==> config.mk <==
export PLATFORM = sky130hd
export DESIGN_NAME = pe_tile_driver
export DESIGN_NICKNAME = d
export VERILOG_FILES = /design/src/rtl/pe_tile_driver.sv
export SDC_FILE = /design/constraint.sdc
export NUM_CORES = 1
export LEC_CHECK = 0
export CAP_MARGIN = 20
export CORE_UTILIZATION = 40
export DETAILED_ROUTE_END_ITERATION = 12
export PLACE_DENSITY_LB_ADDON = 0.12
export SLEW_MARGIN = 20
export SYNTH_ARGS = -nofsm -noshare
export SYNTH_HDL_FRONTEND = slang
export SYNTH_SLANG_ARGS = --single-unit
==> constraint.sdc <==
create_clock -name clock -period 4.2 [get_ports clock]
set_clock_uncertainty 0.1 [all_clocks]
set_input_delay 0.42 -clock clock [delete_from_list [all_inputs] [get_ports clock]]
set_output_delay 0.42 -clock clock [all_outputs]
set_load 0.05 [all_outputs]
==> src/rtl/pe_tile_driver.sv <==
// Gemmini PE transmit driver: expands a tile command into a preload beat plus K compute beats,
// and collects the PE's final per-tile result into a small credit-limited result FIFO.
module pe_tile_driver #(
  parameter int A_W       = 8,
  parameter int B_W       = 20,
  parameter int ID_W      = 3,
  parameter int SHIFT_W   = 5,
  parameter int LEN_W     = 8,
  parameter int RES_DEPTH = 4
) (
  input  logic               clock,
  input  logic               rst_n,
  input  logic               cmd_valid,
  output logic               cmd_ready,
  input  logic [ID_W-1:0]    cmd_id,
  input  logic [LEN_W-1:0]   cmd_len,
  input  logic [SHIFT_W-1:0] cmd_shift,
  input  logic               cmd_dataflow,
  input  logic [B_W-1:0]     cmd_d,
  input  logic               op_valid,
  output logic               op_ready,
  input  logic [A_W-1:0]     op_a,
  input  logic [B_W-1:0]     op_b,
  output logic               pe_in_valid,
  output logic [A_W-1:0]     pe_in_a,
  output logic [B_W-1:0]     pe_in_b,
  output logic [B_W-1:0]     pe_in_d,
  output logic               pe_in_dataflow,
  output logic               pe_in_propagate,
  output logic [SHIFT_W-1:0] pe_in_shift,
  output logic [ID_W-1:0]    pe_in_id,
  output logic               pe_in_last,
  input  logic               pe_out_valid,
  input  logic [B_W-1:0]     pe_out_c,
  input  logic [ID_W-1:0]    pe_out_id,
  input  logic               pe_out_last,
  output logic               res_valid,
  input  logic               res_ready,
  output logic [B_W-1:0]     res_c,
  output logic [ID_W-1:0]    res_id,
  output logic               err_overflow
);

  localparam int CNT_W = $clog2(RES_DEPTH + 1);
  localparam int PTR_W = (RES_DEPTH > 1) ? $clog2(RES_DEPTH) : 1;
  localparam logic [CNT_W-1:0] DEPTH_C  = CNT_W'(RES_DEPTH);
  localparam logic [PTR_W-1:0] PTR_LAST = PTR_W'(RES_DEPTH - 1);

  typedef enum logic [1:0] {
    ST_IDLE    = 2'd0,
    ST_PRELOAD = 2'd1,
    ST_COMPUTE = 2'd2
  } state_t;

  state_t state_reg, state_next;

  logic [ID_W-1:0]    id_reg;
  logic [LEN_W-1:0]   len_reg;
  logic [SHIFT_W-1:0] shift_reg;
  logic               dataflow_reg;
  logic [B_W-1:0]     d_reg;
  logic               prop_reg;
  logic [LEN_W-1:0]   beat_cnt_reg;
  logic [CNT_W-1:0]   outstanding_reg;

  logic               cmd_fire;
  logic               op_fire;
  logic               credit_ok;
  logic [LEN_W-1:0]   eff_len;
  logic [LEN_W-1:0]   beat_cnt_inc;
  logic               beat_last;

  logic [B_W-1:0]     mem_c  [RES_DEPTH];
  logic [ID_W-1:0]    mem_id [RES_DEPTH];
  logic [PTR_W-1:0]   wr_ptr_reg;
  logic [PTR_W-1:0]   rd_ptr_reg;
  logic [CNT_W-1:0]   count_reg;
  logic               fifo_full;
  logic               push;
  logic               pop;
  logic               wr_en;

  // A zero-length command still carries one compute beat.
  assign eff_len      = (len_reg == '0) ? LEN_W'(1) : len_reg;
  assign beat_cnt_inc = beat_cnt_reg + LEN_W'(1);
  assign beat_last    = (beat_cnt_inc == eff_len);
  assign credit_ok    = (outstanding_reg < DEPTH_C);

  always_comb begin
    state_next = state_reg;
    cmd_ready  = 1'b0;
    op_ready   = 1'b0;
    cmd_fire   = 1'b0;
    op_fire    = 1'b0;
    case (state_reg)
      ST_IDLE: begin
        cmd_ready = credit_ok;
        if (cmd_valid && credit_ok) begin
          cmd_fire   = 1'b1;
          state_next = ST_PRELOAD;
        end
      end
      ST_PRELOAD: state_next = ST_COMPUTE;
      ST_COMPUTE: begin
        op_ready = 1'b1;
        if (op_valid) begin
          op_fire = 1'b1;
          if (beat_last) state_next = ST_IDLE;
        end
      end
      default: state_next = ST_IDLE;
    endcase
  end

  always_ff @(posedge clock or negedge rst_n) begin
    if (!rst_n) state_reg <= ST_IDLE;
    else        state_reg <= state_next;
  end

  always_ff @(posedge clock or negedge rst_n) begin
    if (!rst_n) begin
      id_reg          <= '0;
      len_reg         <= '0;
      shift_reg       <= '0;
      dataflow_reg    <= 1'b0;
      d_reg           <= '0;
      prop_reg        <= 1'b0;
      beat_cnt_reg    <= '0;
      pe_in_valid     <= 1'b0;
      pe_in_a         <= '0;
      pe_in_b         <= '0;
      pe_in_d         <= '0;
      pe_in_dataflow  <= 1'b0;
      pe_in_propagate <= 1'b0;
      pe_in_shift     <= '0;
      pe_in_id        <= '0;
      pe_in_last      <= 1'b0;
    end else begin
      // Payload holds through bubbles; only the valid strobe drops.
      pe_in_valid <= 1'b0;
      if (cmd_fire) begin
        id_reg       <= cmd_id;
        len_reg      <= cmd_len;
        shift_reg    <= cmd_shift;
        dataflow_reg <= cmd_dataflow;
        d_reg        <= cmd_d;
        prop_reg     <= ~prop_reg;
      end
      if (state_reg == ST_PRELOAD) begin
        pe_in_valid     <= 1'b1;
        pe_in_a         <= '0;
        pe_in_b         <= '0;
        pe_in_d         <= d_reg;
        pe_in_dataflow  <= dataflow_reg;
        pe_in_propagate <= prop_reg;
        pe_in_shift     <= shift_reg;
        pe_in_id        <= id_reg;
        pe_in_last      <= 1'b0;
        beat_cnt_reg    <= '0;
      end
      if (op_fire) begin
        pe_in_valid     <= 1'b1;
        pe_in_a         <= op_a;
        pe_in_b         <= op_b;
        pe_in_d         <= '0;
        pe_in_dataflow  <= dataflow_reg;
        pe_in_propagate <= prop_reg;
        pe_in_shift     <= shift_reg;
        pe_in_id        <= id_reg;
        pe_in_last      <= beat_last;
        beat_cnt_reg    <= beat_cnt_inc;
      end
    end
  end

  // Outstanding credits count accepted tiles whose result has not yet been popped.
  always_ff @(posedge clock or negedge rst_n) begin
    if (!rst_n) begin
      outstanding_reg <= '0;
    end else begin
      case ({cmd_fire, pop})
        2'b10:   outstanding_reg <= outstanding_reg + CNT_W'(1);
        2'b01:   if (outstanding_reg != '0) outstanding_reg <= outstanding_reg - CNT_W'(1);
        default: outstanding_reg <= outstanding_reg;
      endcase
    end
  end

  assign fifo_full = (count_reg == DEPTH_C);
  assign push      = pe_out_valid && pe_out_last;
  assign pop       = (count_reg != '0) && res_ready;
  assign wr_en     = push && (!fifo_full || pop);

  always_ff @(posedge clock) begin
    if (wr_en) begin
      mem_c[wr_ptr_reg]  <= pe_out_c;
      mem_id[wr_ptr_reg] <= pe_out_id;
    end
  end

  always_ff @(posedge clock or negedge rst_n) begin
    if (!rst_n) begin
      wr_ptr_reg   <= '0;
      rd_ptr_reg   <= '0;
      count_reg    <= '0;
      err_overflow <= 1'b0;
    end else begin
      if (wr_en) wr_ptr_reg <= (wr_ptr_reg == PTR_LAST) ? '0 : wr_ptr_reg + PTR_W'(1);
      if (pop)   rd_ptr_reg <= (rd_ptr_reg == PTR_LAST) ? '0 : rd_ptr_reg + PTR_W'(1);
      case ({wr_en, pop})
        2'b10:   count_reg <= count_reg + CNT_W'(1);
        2'b01:   count_reg <= count_reg - CNT_W'(1);
        default: count_reg <= count_reg;
      endcase
      if (push && fifo_full && !pop) err_overflow <= 1'b1;
    end
  end

  assign res_valid = (count_reg != '0);
  assign res_c     = mem_c[rd_ptr_reg];
  assign res_id    = mem_id[rd_ptr_reg];

endmodule
==> run summary <==
Final Cycle Share: 78.04%
IO Port Bufs: 181
Crit Path Category: register to primary output
Final Cell Area: 11230 sq um
Net Count, Synth: 654
First-pass GRT wire length: 29450 um
Mapped Cells: 550
Vias per cell: 5.058
Antenna Cells: 0
Initial core utilization: 41.02%
Fraction of layout cells with a size suffix above 1: 17.02%
Pins Over Slew Limit: 0
Reg with most FFs: mem_c
Post-DP HPWL: 12090 um
# nets final: 840
Setup TNS: 0 ns
CP max-delay cell: dfrtp_2
Max-cap viol count: 0
Pin count of the biggest net entering global routing: 45
Num rows: 52
Number of global-route vias before repair: 5509
Gr ovfl total: 0
CTS tree: yes
Power per cell area: 818.5 nW/um^2
R2R depth: 7
Run status: complete, no violations
CP max stage delay: 0.92 ns
Post-synthesis sequential area ratio: 68.71%
Worst r2r src: count_reg[0]$_DFFE_PN0P_
Post-synthesis adder-cell area fraction: 1.528%
CP required: 3.68 ns
WHS Endpoint: pe_in_b[5]$_DFFE_PN0P_
Crit-path leading delay family: flip-flops
Synth top cells by count: 119 x dfrtp_1, 92 x edfxtp_1, 76 x nand2_1
Element type at the critical path start: register
# fillers: 1665
Main combinational cell family by area after synthesis: multiplexers
Final Hold Viols: 0
Drt pass-1 iters: 4
Cell Area, Synth: 8354 sq um
Post-synth top area cell: dfrtp_1
Global-route usage over all layers: 17.36%
Post-synth EDFFs: 92
Reg2reg setup slack: 1.77 ns
CP arrival: 2.76 ns
Final Setup Violations: 0
Non-Filler Instances: 1022
CTS clk-pin slew, worst paths: 0.06 ns
Most frequent cell after synthesis: dfrtp_1
Clock Path Buffers: 3
Post-Route WL: 18000 um
Compound-Gate Fraction of Synth Area: 5.511%
Die Wd: 146.5 um
WHS: 0.3523 ns
Main area contributors after synthesis: dfrtp_1 36%, edfxtp_1 33%, mux2_2 6.2%, mux4_2 6.2%, nand2_1 3.4%
Slew HR: 43.53%
Finished Core Util: 55.16%
Number of CTS-inserted buffers: 23
Mux share of post-synthesis cell area: 12.52%
Initial antenna violation count: 0
Fraction of registers with async set/reset: 56.40%
Hold WC Path Type: input pin to register
Yosys Warn Count: 0
DRT iter0 DRCs: 213
Via count: 5169
Clock sink count: 211
Largest register FFs: 80
Synth Area in XOR/XNOR: 1.363%
Reg2reg end: outstanding_reg[1]$_DFFE_PN0P_
RSZ-0062 raised after global routing: no
CP Max Fanout: 26
Placer Congestion: 0.7530
H-Tree Depth: 1
Cell chain of the critical path: mux4_2 > clkdlybuf4s50_1
Min Tclk post-route: 3.278 ns
Die area: 21470 sq um
Clock Root Buffer: clkbuf_16
Clock latency on the worst-skew pair: 0.50 ns
Hold path startpoint: op_b[5]
Worst setup EP type: primary output
Static Leak: 0.004468 uW
Worst path bufs/invs: 1
Worst-Margin Slew: 0.8471 ns
FMAX: 0.3051 GHz
Core Region: 20360 sq um
Synthesized area per cell: 15.19 sq um
P&R area growth vs syn: 34.46%
Flop and latch count out of synthesis: 211
Routed len/inst: 17.61 um
Die height: 146.5 um
Placed standard-cell area: 10410 sq um
Antenna viol nets, final: 0
IO Pins: 182
Count of cell types in the netlist: 49
VDD IR-drop max: 0.5396 mV
Post-synth top area share: 35.64%
DRC Markers: 0
Placed insts: 980
Hold path depth: 3
Synth Area in Simple Gates: 7.863%
Dominant synthesized flop cell: dfrtp_1
through the flow:
stage,setup WS [ns],power [uW]
floorplan,1.223,5870
global placement,1.394,7057
detailed placement,1.334,7157
CTS,0.7977,9323
global route,0.7301,9664
finish,0.9222,9195
cell usage in the layout (no fill, tap or decap), types with 7 or more instances in the layout:
| master | instances |
|---|---|
| clkdlybuf4s50_1 | 180 |
| dfrtp_1 | 117 |
| edfxtp_1 | 92 |
| nand2_1 | 75 |
| mux2_2 | 46 |
| nand3_1 | 32 |
| mux4_2 | 23 |
| clkbuf_16 | 23 |
| a22o_1 | 21 |
| o21ai_0 | 18 |
| inv_1 | 11 |
| buf_4 | 10 |
| nor2_1 | 8 |
| xor2_1 | 8 |
| ha_1 | 7 |
cell type report:
type	count	area, sq um	area share, %
multi-input combinational	297	2411	21.46
tap	270	337.8	3.007
sequential	211	5743	51.12
timing repair buffer	191	1887	16.80
inverter	12	45.04	0.4010
clock buffer	28	614.3	5.469
clock inverter	13	195.2	1.738
layer usage:
metal / global-route usage (%) / wire [um] / share of wire [%]
met5: 0 / 0 / 0
met4: 4.427 / 400 / 2.2
met3: 4.906 / 1154 / 6.4
met2: 30.45 / 9107 / 51
met1: 20.98 / 7340 / 41
how the worst max path moves through the flow:
stage / from / end / slack, ns / cells past startpoint
after floorplan: state_reg[0]$_DFFE_PN0P_ / outstanding_reg[1]$_DFFE_PN0P_ / 1.22 / 8
after global placement: rd_ptr_reg[1]$_DFFE_PN0N_ / res_c[11] / 1.39 / 2
after detailed placement: rd_ptr_reg[1]$_DFFE_PN0N_ / res_c[14] / 1.33 / 2
after CTS: rd_ptr_reg[1]$_DFFE_PN0N_ / res_c[14] / 0.80 / 2
after global routing: rd_ptr_reg[0]$_DFFE_PN0N_ / res_c[14] / 0.73 / 2
final: rd_ptr_reg[0]$_DFFE_PN0N_ / res_c[14] / 0.92 / 2
tightest hold or removal path, delay by kind of cell:
kind	cells	cell delay, ns
buf+inv	1	0.40
simple gates	2	0.10
what timing repair did:
| action | 4_1_cts | 5_1_grt |
|---|---|---|
| hold buffers | 1 | 0 |
| endpoints found under the hold margin | 42 | 0 |
| setup buffers | 0 | 0 |
| gates resized for setup | 0 | 0 |
where the power goes:
| part | total, uW | switching (uW) | internal (uW) |
|---|---|---|---|
| Clock | 2120 | 779 | 1350 |
| Combinational | 3830 | 2310 | 1520 |
| Sequential | 3240 | 464 | 2770 |
| Total | 9190 | 3550 | 5640 |
cells by family after synthesis:
| group | count (synthesis) |
|---|---|
| AOI/OAI and AO/OA | 62 |
| muxes | 70 |
| xor gates and xnor gates | 13 |
| adders and majority gates | 9 |
| buffers and inverters | 42 |
| and+or+nand+nor | 143 |
| DFF | 211 |
Note: power is estimated with default switching activity, not from simulation.
